[config.mk]
export PLATFORM = sky130hd
export DESIGN_NAME = ruby_lsu_req_queue_flat
export DESIGN_NICKNAME = d
export VERILOG_FILES = /design/src/rtl/ruby_lsu_req_queue_if.sv /design/src/rtl/ruby_lsu_req_queue.sv /design/src/flat_wrapper.sv
export SDC_FILE = /design/constraint.sdc
export NUM_CORES = 1
export LEC_CHECK = 0
export ABC_AREA = 1
export ABC_CLOCK_PERIOD_IN_PS = 8300
export BUFFER_PORTS_ARGS = -buffer_cell sky130_fd_sc_hd__buf_2
export CAP_MARGIN = 20
export CORE_MARGIN = 3
export CORE_UTILIZATION = 53
export DETAILED_ROUTE_END_ITERATION = 8
export HOLD_SLACK_MARGIN = 0.06
export PLACE_DENSITY_LB_ADDON = 0.2
export SETUP_SLACK_MARGIN = 0.02
export SYNTH_ARGS = -nofsm -noshare
export SYNTH_HDL_FRONTEND = slang
export SYNTH_SLANG_ARGS = --single-unit
[constraint.sdc]
create_clock -name clk -period 8.3 [get_ports clk]
set_clock_uncertainty 0.15 [all_clocks]
set_input_delay 2.075 -clock clk [delete_from_list [all_inputs] [get_ports clk]]
set_output_delay 2.075 -clock clk [all_outputs]
set_load 0.01 [all_outputs]
[src/rtl/ruby_lsu_req_queue_if.sv]
// Payload types and the LSU/L1D handshake bundle for ruby_lsu_req_queue.
// The package lives here so the interface and the queue share one definition.
package ruby_lsu_req_queue_pkg;
    localparam int unsigned ID_W    = 4;
    localparam int unsigned ROB_W   = 7;
    localparam int unsigned PREG_W  = 7;
    localparam int unsigned PADDR_W = 56;
    localparam int unsigned XLEN    = 64;
    localparam int unsigned TYPE_W  = 6;

    localparam logic [TYPE_W-1:0] LSU_FENCE = 6'd38;

    typedef struct packed {
        logic [ID_W-1:0]    lsu_id;
        logic [ROB_W-1:0]   rob_id;
        logic [TYPE_W-1:0]  req_type;
        logic [PADDR_W-1:0] paddr;
        logic [PREG_W-1:0]  ld_rd_idx;
        logic [XLEN-1:0]    st_dat;
        logic               is_cacheable;
        logic               is_secure;
    } lsu_req_t;

    typedef struct packed {
        logic [ID_W-1:0]    lsu_id;
        logic [ROB_W-1:0]   rob_id;
        logic [TYPE_W-1:0]  req_type;
        logic [XLEN-1:0]    ld_data;
        logic [PREG_W-1:0]  ld_rd_idx;
        logic               err;
    } lsu_resp_t;
endpackage

interface ruby_lsu_req_queue_if;
    import ruby_lsu_req_queue_pkg::*;

    logic      lsu_req_vld_i;
    logic      lsu_req_rdy_o;
    lsu_req_t  lsu_req_i;
    logic      l1d_req_vld_o;
    logic      l1d_req_rdy_i;
    lsu_req_t  l1d_req_o;
    logic      l1d_resp_vld_i;
    lsu_resp_t l1d_resp_i;
    logic      lsu_resp_vld_o;
    lsu_resp_t lsu_resp_o;

    modport slave (
        input  lsu_req_vld_i, lsu_req_i, l1d_req_rdy_i, l1d_resp_vld_i, l1d_resp_i,
        output lsu_req_rdy_o, l1d_req_vld_o, l1d_req_o, lsu_resp_vld_o, lsu_resp_o
    );

    modport master (
        output lsu_req_vld_i, lsu_req_i, l1d_req_rdy_i, l1d_resp_vld_i, l1d_resp_i,
        input  lsu_req_rdy_o, l1d_req_vld_o, l1d_req_o, lsu_resp_vld_o, lsu_resp_o
    );
endinterface

[src/rtl/ruby_lsu_req_queue.sv]
// In-order LSU->L1D request queue with in-flight cap and local fence completion.
// Optional RUBY_LSU_REQ_QUEUE_BYPASS_EN: zero-latency issue when the queue is empty.
module ruby_lsu_req_queue
    import ruby_lsu_req_queue_pkg::*;
#(
    parameter int unsigned DEPTH    = 8,
    parameter int unsigned MAX_OUTS = 8
) (
    input  logic                clk,
    input  logic                rst_n,
    ruby_lsu_req_queue_if.slave bus,
    output logic [7:0]          outs_cnt_o,
    output logic                underflow_err_o
);
    localparam int unsigned IDX_W   = $clog2(DEPTH);
    localparam int unsigned PTR_W   = IDX_W + 1;
    localparam logic [7:0]  MAX_CNT = 8'(MAX_OUTS);

    lsu_req_t         mem [DEPTH];
    logic [PTR_W-1:0] wr_ptr_q, wr_ptr_d;
    logic [PTR_W-1:0] rd_ptr_q, rd_ptr_d;
    logic [7:0]       outs_cnt_q, outs_cnt_d;
    logic             underflow_q, underflow_d;

    logic      empty, full, head_fence, can_issue, bypass;
    logic      req_vld, issue, fence_done, push, pop;
    lsu_req_t  head, req_pl;
    lsu_resp_t resp_pl;

    // Head decode, issue gating and response selection (L1D response beats local fence response).
    always_comb begin
        empty      = (wr_ptr_q == rd_ptr_q);
        full       = (wr_ptr_q[IDX_W-1:0] == rd_ptr_q[IDX_W-1:0]) &&
                     (wr_ptr_q[IDX_W] != rd_ptr_q[IDX_W]);
        head       = mem[rd_ptr_q[IDX_W-1:0]];
        head_fence = !empty && (head.req_type == LSU_FENCE);
        can_issue  = (outs_cnt_q < MAX_CNT);
`ifdef RUBY_LSU_REQ_QUEUE_BYPASS_EN
        bypass     = empty && bus.lsu_req_vld_i && (bus.lsu_req_i.req_type != LSU_FENCE) &&
                     can_issue && bus.l1d_req_rdy_i;
`else
        bypass     = 1'b0;
`endif
        req_vld    = (!empty && !head_fence && can_issue) || bypass;
        req_pl     = '0;
        if (bypass) begin
            req_pl = bus.lsu_req_i;
        end else if (req_vld) begin
            req_pl = head;
        end
        issue      = req_vld && bus.l1d_req_rdy_i;
        fence_done = head_fence && (outs_cnt_q == 8'd0) && !bus.l1d_resp_vld_i;
        push       = bus.lsu_req_vld_i && !full && !bypass;
        pop        = (issue && !bypass) || fence_done;

        resp_pl = '0;
        if (bus.l1d_resp_vld_i) begin
            resp_pl = bus.l1d_resp_i;
        end else if (fence_done) begin
            resp_pl.lsu_id    = head.lsu_id;
            resp_pl.rob_id    = head.rob_id;
            resp_pl.req_type  = head.req_type;
            resp_pl.ld_rd_idx = head.ld_rd_idx;
        end
    end

    // Next pointers, in-flight count (saturating at zero) and sticky underflow.
    always_comb begin
        wr_ptr_d    = wr_ptr_q;
        rd_ptr_d    = rd_ptr_q;
        outs_cnt_d  = outs_cnt_q;
        underflow_d = underflow_q;
        if (push) begin
            wr_ptr_d = wr_ptr_q + PTR_W'(1);
        end
        if (pop) begin
            rd_ptr_d = rd_ptr_q + PTR_W'(1);
        end
        if (bus.l1d_resp_vld_i && (outs_cnt_q == 8'd0)) begin
            underflow_d = 1'b1;
        end
        if (issue && !bus.l1d_resp_vld_i) begin
            outs_cnt_d = outs_cnt_q + 8'd1;
        end else if (!issue && bus.l1d_resp_vld_i && (outs_cnt_q != 8'd0)) begin
            outs_cnt_d = outs_cnt_q - 8'd1;
        end
    end

    always_ff @(posedge clk or negedge rst_n) begin
        if (!rst_n) begin
            wr_ptr_q    <= '0;
            rd_ptr_q    <= '0;
            outs_cnt_q  <= '0;
            underflow_q <= 1'b0;
        end else begin
            wr_ptr_q    <= wr_ptr_d;
            rd_ptr_q    <= rd_ptr_d;
            outs_cnt_q  <= outs_cnt_d;
            underflow_q <= underflow_d;
        end
    end

    // Storage needs no reset: every read of it is qualified by a non-empty queue.
    always_ff @(posedge clk) begin
        if (push) begin
            mem[wr_ptr_q[IDX_W-1:0]] <= bus.lsu_req_i;
        end
    end

    assign bus.lsu_req_rdy_o  = !full;
    assign bus.l1d_req_vld_o  = req_vld;
    assign bus.l1d_req_o      = req_pl;
    assign bus.lsu_resp_vld_o = bus.l1d_resp_vld_i || fence_done;
    assign bus.lsu_resp_o     = resp_pl;
    assign outs_cnt_o         = outs_cnt_q;
    assign underflow_err_o    = underflow_q;
endmodule

[src/flat_wrapper.sv]
// flat-port wrapper written by rule: the top's interface ports become plain ports
module ruby_lsu_req_queue_flat import ruby_lsu_req_queue_pkg::*;
#(
    parameter int unsigned DEPTH    = 8,
    parameter int unsigned MAX_OUTS = 8
)
  (clk, rst_n, outs_cnt_o, underflow_err_o, bus_lsu_req_vld_i, bus_lsu_req_i, bus_l1d_req_rdy_i, bus_l1d_resp_vld_i, bus_l1d_resp_i, bus_lsu_req_rdy_o, bus_l1d_req_vld_o, bus_l1d_req_o, bus_lsu_resp_vld_o, bus_lsu_resp_o);
  ruby_lsu_req_queue_if bus_i ();
  input  logic clk;
  input  logic rst_n;
  output logic [7:0] outs_cnt_o;
  output logic underflow_err_o;
  input wire logic [$bits(bus_i.lsu_req_vld_i)-1:0] bus_lsu_req_vld_i;
  input wire logic [$bits(bus_i.lsu_req_i)-1:0] bus_lsu_req_i;
  input wire logic [$bits(bus_i.l1d_req_rdy_i)-1:0] bus_l1d_req_rdy_i;
  input wire logic [$bits(bus_i.l1d_resp_vld_i)-1:0] bus_l1d_resp_vld_i;
  input wire logic [$bits(bus_i.l1d_resp_i)-1:0] bus_l1d_resp_i;
  output wire logic [$bits(bus_i.lsu_req_rdy_o)-1:0] bus_lsu_req_rdy_o;
  output wire logic [$bits(bus_i.l1d_req_vld_o)-1:0] bus_l1d_req_vld_o;
  output wire logic [$bits(bus_i.l1d_req_o)-1:0] bus_l1d_req_o;
  output wire logic [$bits(bus_i.lsu_resp_vld_o)-1:0] bus_lsu_resp_vld_o;
  output wire logic [$bits(bus_i.lsu_resp_o)-1:0] bus_lsu_resp_o;
  assign bus_i.lsu_req_vld_i = bus_lsu_req_vld_i;
  assign bus_i.lsu_req_i = bus_lsu_req_i;
  assign bus_i.l1d_req_rdy_i = bus_l1d_req_rdy_i;
  assign bus_i.l1d_resp_vld_i = bus_l1d_resp_vld_i;
  assign bus_i.l1d_resp_i = bus_l1d_resp_i;
  assign bus_lsu_req_rdy_o = bus_i.lsu_req_rdy_o;
  assign bus_l1d_req_vld_o = bus_i.l1d_req_vld_o;
  assign bus_l1d_req_o = bus_i.l1d_req_o;
  assign bus_lsu_resp_vld_o = bus_i.lsu_resp_vld_o;
  assign bus_lsu_resp_o = bus_i.lsu_resp_o;
  ruby_lsu_req_queue #(.DEPTH(DEPTH), .MAX_OUTS(MAX_OUTS)) u_core (.clk(clk), .rst_n(rst_n), .bus(bus_i), .outs_cnt_o(outs_cnt_o), .underflow_err_o(underflow_err_o));
endmodule
# [Word level (Yosys, flattened, before mapping)]
# Memories as Yosys holds them, arrays and structs flattened.
# Index checks and enable logic that the tools add are counted.
# W data, S select, Z words.
[word_totals] register_bits=17 ram_bits=1168 out_inout_bits=247 word_cells=47 n_memories=1
[memory_table] name="u_core.mem" depth=8 word_bits=146 rd=1 rd_ports_with_merged_regs=0 write_ports=1 line="ruby_lsu_req_queue.sv:19" source="lsu_req_t mem [DEPTH];"
[op_classes] add_sub_neg=4 order_cmp=1 n_eq_ne=4 mux=11 reduce_logical=22
[op_table] op="$mux W146" n=1
[op_table] op="$mux W64" n=1
[op_table] op="$mux W17" n=2
[op_table] op="$mux W8" n=2
[op_table] op="$mux W7" n=2
[op_table] op="$logic_and A1 B1 Y1" n=12
[op_table] op="$add A4 B1 Y4 const B" n=2
[op_table] op="$add A8 B1 Y8 const B" n=1
[op_table] op="$logic_not A8 Y1" n=1
[op_table] op="$lt A8 B4 Y1 const B" n=1
[op_table] op="$reduce_bool A8 Y1" n=1
[op_table] op="$sub A8 B1 Y8 const B" n=1
[op_table] op="$eq A6 B6 Y1 const B" n=1
[op_table] op="$logic_not A1 Y1" n=5
[op_table] op="$eq A4 B4 Y1" n=1
[op_table] op="$eq A3 B3 Y1" n=1
[op_table] op="$mux W1" n=3
[op_table] op="$logic_or A1 B1 Y1" n=2
[op_table] op="$reduce_bool A2 Y1" n=1
[op_table] op="$ne A1 B1 Y1" n=1

# [Depth between registers and ports, before layout]
# Gate-level depths: netlist of run 1.
[depth] ltp_word=12 ltp_mapped=22 mapped_depth_nobuf=20

# [Worst setup path before layout of run 1]
# OpenSTA, ideal clock, no wires.
[synth_timing] path_kind="input to register" from="input port bus_lsu_req_vld_i" to="memory u_core.mem[0][0] in the netlist's numbering, enable pin" setup_ns=0.653 t_arrival_ns=8.531 setup_slack_ns=-1.034 stages=3 n_path_buf=0 path_cell_list="nand2_1 > or2_2 > nor2_1"
[synth_between] elab_chain_len=3
[synth_rtl] element="start, declared" line="flat_wrapper.sv:13" source="input wire logic [$bits(bus_i.lsu_req_vld_i)-1:0] bus_lsu_req_vld_i;"
[synth_rtl] element="$logic_and A1 B1 Y1" line="ruby_lsu_req_queue.sv:53" source="push = bus.lsu_req_vld_i && !full && !bypass;"
[synth_rtl] element="$mux W1" line="ruby_lsu_req_queue.sv:105" source="if (push) begin"
[synth_rtl] element="$mux W1 (not written as such)" line="ruby_lsu_req_queue.sv:106" source="mem[wr_ptr_q[IDX_W-1:0]] <= bus.lsu_req_i;"
[synth_rtl] element="end, declared" line="ruby_lsu_req_queue.sv:19"
# Every way passes these cells.

# [Worst setup path in the final report of run 1]
[layout_timing] from="register u_core.rd_ptr_q[2]" to="output port bus_lsu_resp_o[78]"
[layout_between] elab_chain_len=7 word_cells_on_any_way=9 cone_classes="eq/ne: 2; mux: 2; reduce/logical: 4; memory: 1"
[layout_rtl] element="start, declared" line="ruby_lsu_req_queue.sv:21" source="logic [PTR_W-1:0] rd_ptr_q, rd_ptr_d;"
[layout_rtl] element="start signal, assigned" line="ruby_lsu_req_queue.sv:97" source="rd_ptr_q <= rd_ptr_d;"
[layout_rtl] element="$mem_v2 Z8 W146 or $eq A4 B4 Y1 (tied branches)"
[layout_rtl] element="$eq A6 B6 Y1 or $logic_not A1 Y1 (tied branches)" line="ruby_lsu_req_queue.sv:36" source="head_fence = !empty && (head.req_type == LSU_FENCE);"
[layout_rtl] element="$logic_and A1 B1 Y1" line="ruby_lsu_req_queue.sv:36"
[layout_rtl] element="$logic_and A1 B1 Y1 (2 in series)" line="ruby_lsu_req_queue.sv:52" source="fence_done = head_fence && (outs_cnt_q == 8'd0) && !bus.l1d_resp_vld_i;"
[layout_rtl] element="$mux W17 *" line="ruby_lsu_req_queue.sv:59" source="end else if (fence_done) begin"
[layout_rtl] element="$mux W17 *" line="ruby_lsu_req_queue.sv:57" source="if (bus.l1d_resp_vld_i) begin"
[layout_rtl] element="end, declared" line="flat_wrapper.sv:22" source="output wire logic [$bits(bus_i.lsu_resp_o)-1:0] bus_lsu_resp_o;"
# Every way passes the cells marked *; elsewhere a longest branch is shown, timed or not.

==> qor.log, run 1 <==
qor: status.status finished, final reports clean
qor: logic_synthesis.portion_of_synthesized_cell_area_occupied_by_the_leading_cell_type 73.6%
qor: timing.fin_tns_setup 0 ns
qor: clock_network.ctsResizeCount 0
qor: finish.commonest_cells_after_routing_fill_and_taps_aside edfxtp_1 (1168), nand2_1 (693), buf_2 (486)
qor: routing.first_iter_violations 2980
qor: logic_synthesis.synth.ff_latch_count 1185
qor: routing.detailroute.via_count 30553
qor: logic_synthesis.synth.net_count 4062
qor: clock_network.tritoncts_clock_tree built
qor: pwr.pwr_density_cell 339 nW/µm²
qor: logic_synthesis.synth_enable_flop_cells 1168
qor: clock_network.root_buffer clkbuf_16
qor: logic_synthesis.seq_area_frac_synth 74.5%
qor: worst_setup_path.worst-setup-path-type reg -> out
qor: logic_synthesis.ys_top_cells_by_area edfxtp_1 (74%), nand2_1 (5.5%), nor2_1 (3.7%)
qor: worst_setup_path.crit-reg2reg-launch u_core.rd_ptr_q[0]$_DFFE_PN0P_
qor: timing.timing.fmax 0.149 GHz
qor: timing.fin_hold_ws 0.340 ns
qor: floorplanning.dieHeight 306 µm
qor: clock_network.cts.htree.levels 3
qor: worst_setup_path.crit_path_max_fanout 69
qor: finish.layout-drive-gt1-share 16.6%
qor: floorplanning.core-area 88800 µm²
qor: timing.worst_slew_pin_slew 1.21 ns
qor: pwr.cell_internal_pwr 11900 µW
qor: clock_network.clk_transition_reported_paths 0.06 ns
qor: routing.drc 0
qor: global_routing.gr-total-overflow 0
qor: logic_synthesis.synth_top_flop_cell edfxtp_1
qor: floorplanning.area_of_the_die 93600 µm²
qor: worst_setup_path.critical_path.startpoint u_core.rd_ptr_q[2]$_DFFE_PN0P_
qor: min_path.class_of_the_worst_hold_path reg -> reg
qor: pwr.swShare 35.6%
qor: placed_design.place.gp.congestion 0.794
qor: routing.drt_pass1_iterations 5
qor: worst_setup_path.timing.critical_path.from_type register
qor: global_routing.pin_count_of_the_biggest_net_entering_global_routing 246
qor: logic_synthesis.yosys_warnings 0
qor: pwr.pwr-share-clk 26.6%
qor: timing.timing.final.max_slew_violations 0
qor: clock_network.post-cts-setup-buffers 0
qor: pwr.netSwitchingPower 6590 µW
qor: clock_network.clock_latency_on_the_worst_skew_pair 0.68 ns
qor: finish.mostFrequentLayoutCell edfxtp_1
qor: logic_synthesis.synthDistinctLibCells 37
qor: timing.slew-limit-headroom 19.2%
qor: placed_design.place_hpwl 60.9 mm
qor: floorplanning.ioPinCount 487
qor: timing.report.final.hold_viol_count 0
qor: floorplanning.die_width 306 µm
qor: global_routing.grt_antenna_before_repair 34
qor: worst_setup_path.critPathCaptureType output port
qor: finish.area.growth.synth_to_final 14.6%
qor: worst_setup_path.arrival 4.48 ns
qor: global_routing.groute.usage.overall 24.4%
qor: routing.drt-vias-per-instance 5.55
qor: floorplanning.initial_utilization 53.7%
qor: finish.final_net_count 4470
qor: timing.total_setup_violations_reported_at_the_end_of_the_flow 0
qor: clock_network.post_cts_hold_buffer_count 0
qor: pwr.peakVddDrop 0.000243 V
qor: routing.detail_route.wirelength 117 mm
qor: finish.layout.area.seq 35500 µm²
qor: clock_network.cts_buffers 115
qor: logic_synthesis.synth.avg_cell_area 12.5 µm²
qor: pwr.power.share.combinational 30.9%
qor: placed_design.buffer_ports.inserted 486
qor: logic_synthesis.yosys.area.top_type edfxtp_1
qor: pwr.pwr-share-seq 42.5%
qor: placed_design.placed_cells 5268
qor: finish.final_layout_fill_cell_count 6847
qor: logic_synthesis.post_synth_instance_area 47700 µm²
qor: job.timing.max_cap.violations 0
qor: pwr.p_total 18500 µW
qor: timing.post-route-period-util 80.8%
qor: worst_setup_path.timing.critical_path.required 6.08 ns
qor: routing.routedWlPerCell 21.2 µm
qor: logic_synthesis.ys_async_sr_fraction 1.43%
qor: global_routing.grt_pass1_wl 175 mm
qor: timing.layout_setup_ws 1.59 ns
qor: placed_design.dpl_worst_slack 2.22 ns
qor: clock_network.cts.path.max_buffers 3
qor: logic_synthesis.mapped_cells 3813
qor: global_routing.grt_pass1_vias 28955
qor: timing.grt_setup_unrepaired no
qor: floorplanning.num_rows 109
qor: clock_network.num_clock_sinks 1185
qor: routing.number_of_nets_with_antenna_violations_after_routing 0
qor: finish.final_cells 5501
qor: pwr.leakage_power 0.0206 µW
qor: finish.multi_input_gate_area_in_the_final_layout 10200 µm²
qor: min_path.worst_hold_startpoint u_core.wr_ptr_q[3]$_DFFE_PN0P_
qor: timing.finalWorstPathRequiredPeriod 6.71 ns
## sequential cells by signal, summed over array words and instances (netlist names)
name	cells
u_core.wr_ptr_q	4
u_core.rd_ptr_q	4
u_core.underflow_err_o	1
u_core.outs_cnt_o	8
u_core.mem	1168
## stage by stage
stage | cell area [µm²] | utilization, %
6_report | 54600 | 61.5
3_3_place_gp | 51000 | 57.4
5_1_grt | 54600 | 61.5
3_5_place_dp | 51000 | 57.4
2_1_floorplan | 47700 | -
4_1_cts | 54500 | 61.4
## power groups by stage
stage	clock (µW)	combinational, µW	sequential (µW)
after floorplan	0	3760	8050
after global placement	0	5690	7960
after detailed placement	0	5730	7980
after CTS	5020	5760	7860
after global routing	5280	6290	7930
final	4930	5720	7860
## per-layer routing
metal	track usage, %	share of wire [%]	wire (µm)
met3	4.38	7.0	8210
met1	33.5	42	48600
met5	0	0.099	116
met2	40.7	49	57500
met4	6.57	1.9	2180
## cell families after synthesis
| kind of cell | count (synthesis) | share of synthesized area (%) |
|---|---|---|
| AND/OR/NAND/NOR | 1347 | 11.1 |
| flip-flops | 1185 | 74.5 |
| AO/OA/AOI/OAI | 771 | 9.60 |
| buffers and inverters | 489 | 4.30 |
| XOR/XNOR | 12 | 0.221 |
| adder cells (fa/ha/maj) | 9 | 0.252 |
## path summary, 6_finish.rpt
| path | endpoint | cells past startpoint | slack [ns] |
|---|---|---|---|
| min in group asynchronous | u_core.outs_cnt_o[1]$_DFFE_PN0P_ | 1 | 1.18 |
| hold reg to reg | u_core.wr_ptr_q[3]$_DFFE_PN0P_ | 1 | 0.34 |
| hold / removal | u_core.wr_ptr_q[3]$_DFFE_PN0P_ | 1 | 0.34 |
| setup / recovery | bus_lsu_resp_o[78] | 9 | 1.59 |
| setup reg to reg | u_core.mem[7][74]$_DFFE_PP_ | 10 | 3.54 |
| max in group asynchronous | u_core.rd_ptr_q[0]$_DFFE_PN0P_ | 1 | 6.47 |
## cell usage after synthesis, types with 2 or more instances
library cell  count
o22ai_1          17
buf_6             3
buf_4            24
o211ai_1        123
a21oi_1         253
nand2_1         695
xor2_1           10
o21ai_1          22
o31ai_1         123
o21ai_0         209
nand3_2           3
or2_2             2
nor3_1            3
a21o_1            3
edfxtp_1       1168
buf_2            78
buf_1            11
xnor2_1           2
nand2_2           2
nor2_1          476
o221ai_1         17
inv_1           246
nand3_1         162
ha_1              8
clkbuf_1        123
dfrtp_1          17
a31oi_1           2
inv_2             2
## worst max-delay path, stage by stage, from the launching register on
cell     delay (ns)
dfrtp_2        1.04
inv_6          0.51
nand3_1        0.24
nand2_1        0.12
nor2_1         0.23
nand3_2        0.22
inv_2          0.11
nand3_2        0.51
o21ai_1        0.57
buf_2          0.23
## final cells by class
type / instances / area share (%)
Tap cell: 1165 / 2.67
Clock buffer: 138 / 5.54
Antenna cell: 22 / 0.101
Timing Repair Buffer: 531 / 5.29
Sequential cell: 1185 / 65.0
Inverter: 249 / 1.76
Clock inverter: 72 / 0.980
Multi-Input combinational cell: 2139 / 18.7
No activity file was read; power rests on OpenSTA's default activity.
==> run 2, diff against run 1 <==
--- a/config.mk
+++ b/config.mk
@@ -6,7 +6,7 @@
 export NUM_CORES = 1
 export LEC_CHECK = 0
 export ABC_AREA = 1
-export ABC_CLOCK_PERIOD_IN_PS = 8300
+export ABC_CLOCK_PERIOD_IN_PS = 5600
 export BUFFER_PORTS_ARGS = -buffer_cell sky130_fd_sc_hd__buf_2
 export CAP_MARGIN = 20
 export CORE_MARGIN = 3
==> constraint.sdc (replaced) <==
create_clock -name clk -period 5.6 [get_ports clk]
set_clock_uncertainty 0.15 [all_clocks]
set_input_delay 1.4 -clock clk [delete_from_list [all_inputs] [get_ports clk]]
set_output_delay 1.4 -clock clk [all_outputs]
set_load 0.01 [all_outputs]
==> qor.log, run 2 (synthesis results as in run 1) <==
qor: floorplanning.initial_utilization 53.7% [unchanged]
qor: clock_network.tritoncts_clock_tree built
qor: worst_setup_path.crit-reg2reg-launch u_core.rd_ptr_q[0]$_DFFE_PN0P_
qor: timing.post-route-period-util 95.7%
qor: floorplanning.num_rows 109 [unchanged]
qor: clock_network.num_clock_sinks 1185 [unchanged]
qor: global_routing.grt_antenna_before_repair 35 [+2.9%]
qor: worst_setup_path.arrival 3.81 ns [-0.67 ns]
qor: timing.grt_setup_unrepaired yes
qor: pwr.pwr_density_cell 508 nW/µm² [+50%]
qor: placed_design.buffer_ports.inserted 486 [unchanged]
qor: clock_network.post_cts_hold_buffer_count 0 [unchanged]
qor: routing.number_of_nets_with_antenna_violations_after_routing 0 [unchanged]
qor: finish.multi_input_gate_area_in_the_final_layout 10200 µm² [about the same]
qor: timing.slew-limit-headroom 2.49% [-17 points]
qor: pwr.swShare 35.6% [about the same]
qor: finish.area.growth.synth_to_final 15.7%
qor: clock_network.cts.htree.levels 3 [unchanged]
qor: worst_setup_path.timing.critical_path.required 4.05 ns [-2.03 ns]
qor: worst_setup_path.worstReg2RegEnd u_core.outs_cnt_o[5]$_DFFE_PN0P_
qor: routing.detailroute.via_count 30862 [+1.0%]
qor: finish.final_util 62.1% [+0.59 points]
qor: timing.finalWorstPathRequiredPeriod 5.36 ns
qor: routing.detail_route.wirelength 118 mm [+1.4%]
qor: worst_setup_path.worst-setup-path-type reg -> out
qor: worst_setup_path.timing.critical_path.from_type register
qor: global_routing.grt_pass1_wl 179 mm [+2.1%]
qor: min_path.worst_hold_startpoint u_core.wr_ptr_q[3]$_DFFE_PN0P_
qor: worst_setup_path.critPathCaptureType output port
qor: clock_network.root_buffer clkbuf_16
qor: timing.worst_slew_pin_slew 1.46 ns [+0.250 ns]
qor: pwr.peakVddDrop 0.000538 V [+120%]
qor: floorplanning.die_width 306 µm [unchanged]
qor: worst_setup_path.worst_r2r_path_depth 17 [+7]
qor: job.timing.max_cap.violations 0 [unchanged]
qor: pwr.leakage_power 0.0208 µW [+1.1%]
qor: worst_setup_path.ff2ff_setup_slack 1.40 ns [-2.14 ns]
qor: routing.first_iter_violations 3015 [+1.2%]
qor: worst_setup_path.crit_path_max_fanout 209 [+200%]
qor: min_path.timing.hold.worst_path_depth 1 [unchanged]
qor: finish.mostFrequentLayoutCell edfxtp_1
qor: routing.routedWlPerCell 21.5 µm [+1.3%]
qor: clock_network.post-cts-setup-buffers 0 [unchanged]
qor: global_routing.groute.usage.overall 24.9% [+0.50 points]
qor: global_routing.grt_pass1_vias 29313 [+1.2%]
qor: placed_design.post_detailed_placement_cell_area 51300 µm² [+0.67%]
qor: placed_design.place.gp.congestion 0.804 [+1.3%]
qor: floorplanning.dieHeight 306 µm [unchanged]
qor: pwr.pwr-share-seq 41.3% [-1.2 points]
qor: timing.timing.final.max_slew_violations 0 [unchanged]
qor: global_routing.pin_count_of_the_biggest_net_entering_global_routing 211 [-14%]
qor: finish.final_net_count 4482 [+0.27%]
qor: global_routing.gr-total-overflow 0 [unchanged]
qor: placed_design.place_hpwl 63.0 mm [+3.4%]
qor: timing.report.final.hold_viol_count 0 [unchanged]
qor: finish.layout-drive-gt1-share 17.1% [+0.56 points]
qor: finish.layout.area.seq 35500 µm² [unchanged]
qor: finish.flip_flop_count_of_the_largest_register_after_layout 1168 [unchanged]
qor: clock_network.ctsResizeCount 0 [unchanged]
qor: floorplanning.area_of_the_die 93600 µm² [unchanged]
qor: min_path.timing.hold.worst_endpoint u_core.wr_ptr_q[3]$_DFFE_PN0P_
qor: status.status finished, final reports clean
qor: pwr.power.share.combinational 31.3% [+0.4 points]
qor: routing.drc 0 [unchanged]
qor: floorplanning.core-area 88800 µm² [unchanged]
qor: pwr.pwr-share-clk 27.4% [+0.8 points]
qor: pwr.cell_internal_pwr 18100 µW [+51%]
qor: finish.final_layout_fill_cell_count 6807 [-0.58%]
qor: clock_network.cts.path.max_buffers 3 [unchanged]
qor: pwr.netSwitchingPower 9970 µW [+51%]
qor: floorplanning.ioPinCount 487 [unchanged]
qor: clock_network.clock_latency_on_the_worst_skew_pair 0.68 ns [about the same]
qor: finish.final_area 55200 µm² [+0.97%]
qor: routing.drt-vias-per-instance 5.60 [+0.85%]
qor: routing.drt_pass1_iterations 5 [unchanged]
qor: timing.timing.fmax 0.187 GHz
qor: clock_network.cts_buffers 117 [+1.7%]
qor: min_path.class_of_the_worst_hold_path reg -> reg
qor: clock_network.clk_transition_reported_paths 0.07 ns [about the same]
qor: timing.total_setup_violations_reported_at_the_end_of_the_flow 0 [unchanged]
qor: finish.commonest_cells_after_routing_fill_and_taps_aside edfxtp_1 (1168), nand2_1 (693), buf_2 (486)
-- run 2: cell types whose count changed in the layout (fill, tap and decap cells not counted), sizes merged --
cell | before | now
clkinvlp | 3 | 4
clkinv | 59 | 58
inv | 252 | 254
clkbuf | 138 | 131
bufinv | 7 | 13
buf | 531 | 541
diode | 22 | 20
-- run 2: worst max-delay path, cell delays in order (launching register included) --
cell      delay (ns)
dfrtp_4         0.66
inv_16          0.48
buf_12          0.50
nand2_1         0.10
a21oi_1         0.21
o211ai_1        0.26
nor2_1          0.17
buf_2           0.14
-- run 2: worst max-delay path by stage --
stage / end / cells past startpoint / slack, ns / from
after floorplan: u_core.mem[0][0]$_DFFE_PP_ / 3 / -0.61 / bus_lsu_req_vld_i
after global placement: bus_l1d_req_o[143] / 12 / 1.11 / u_core.rd_ptr_q[0]$_DFFE_PN0P_
after detailed placement: bus_l1d_req_o[143] / 12 / 1.06 / u_core.rd_ptr_q[0]$_DFFE_PN0P_
after CTS: bus_l1d_req_o[143] / 12 / 0.27 / u_core.rd_ptr_q[0]$_DFFE_PN0P_
after global routing: bus_lsu_resp_o[82] / 13 / 0.02 / u_core.rd_ptr_q[0]$_DFFE_PN0P_
final: bus_l1d_req_o[2] / 7 / 0.24 / u_core.rd_ptr_q[0]$_DFFE_PN0P_
-- run 2: stage by stage --
step	std cells	total power [µW]	setup WS (ns)	TNS (ns)	hold slack [ns]
after floorplan	3813	17400	-0.608	-588.95	0.311
after global placement	5278	20400	1.11	0	0.324
after detailed placement	5278	20500	1.06	0	0.326
after CTS	5489	28200	0.265	0	0.338
after global routing	5498	29500	0.0180	0	0.347
final	5510	28000	0.241	0	0.338
-- run 2: area by class of cell --
cell class | instances | area share (%)
flip-flops and latches | 1185 | 64.4
multi-input cells | 2139 | 18.5
inverters | 249 | 1.75
clock inverters | 80 | 1.35
well taps | 1165 | 2.64
diodes | 20 | 0.0907
repair buffers | 541 | 5.85
clock buffers | 131 | 5.44
-- run 2: metal layers --
layer / vias up / global-route usage, % / part of all wire [%]
met5: - / 0 / 0.14
met4: 26 / 7.13 / 2.1
met3: 192 / 5.01 / 8.0
met2: 1153 / 40.1 / 48
met1: 15074 / 35.0 / 42
li1: 14417 / - / -
-- run 2: power groups by stage --
stage | Clock [µW] | Sequential, µW | Combinational (µW)
after global routing | 8170 | 11700 | 9610
final | 7670 | 11600 | 8770
after global placement | 0 | 11700 | 8690
after detailed placement | 0 | 11800 | 8740
after CTS | 7800 | 11600 | 8780
after floorplan | 0 | 11800 | 5590
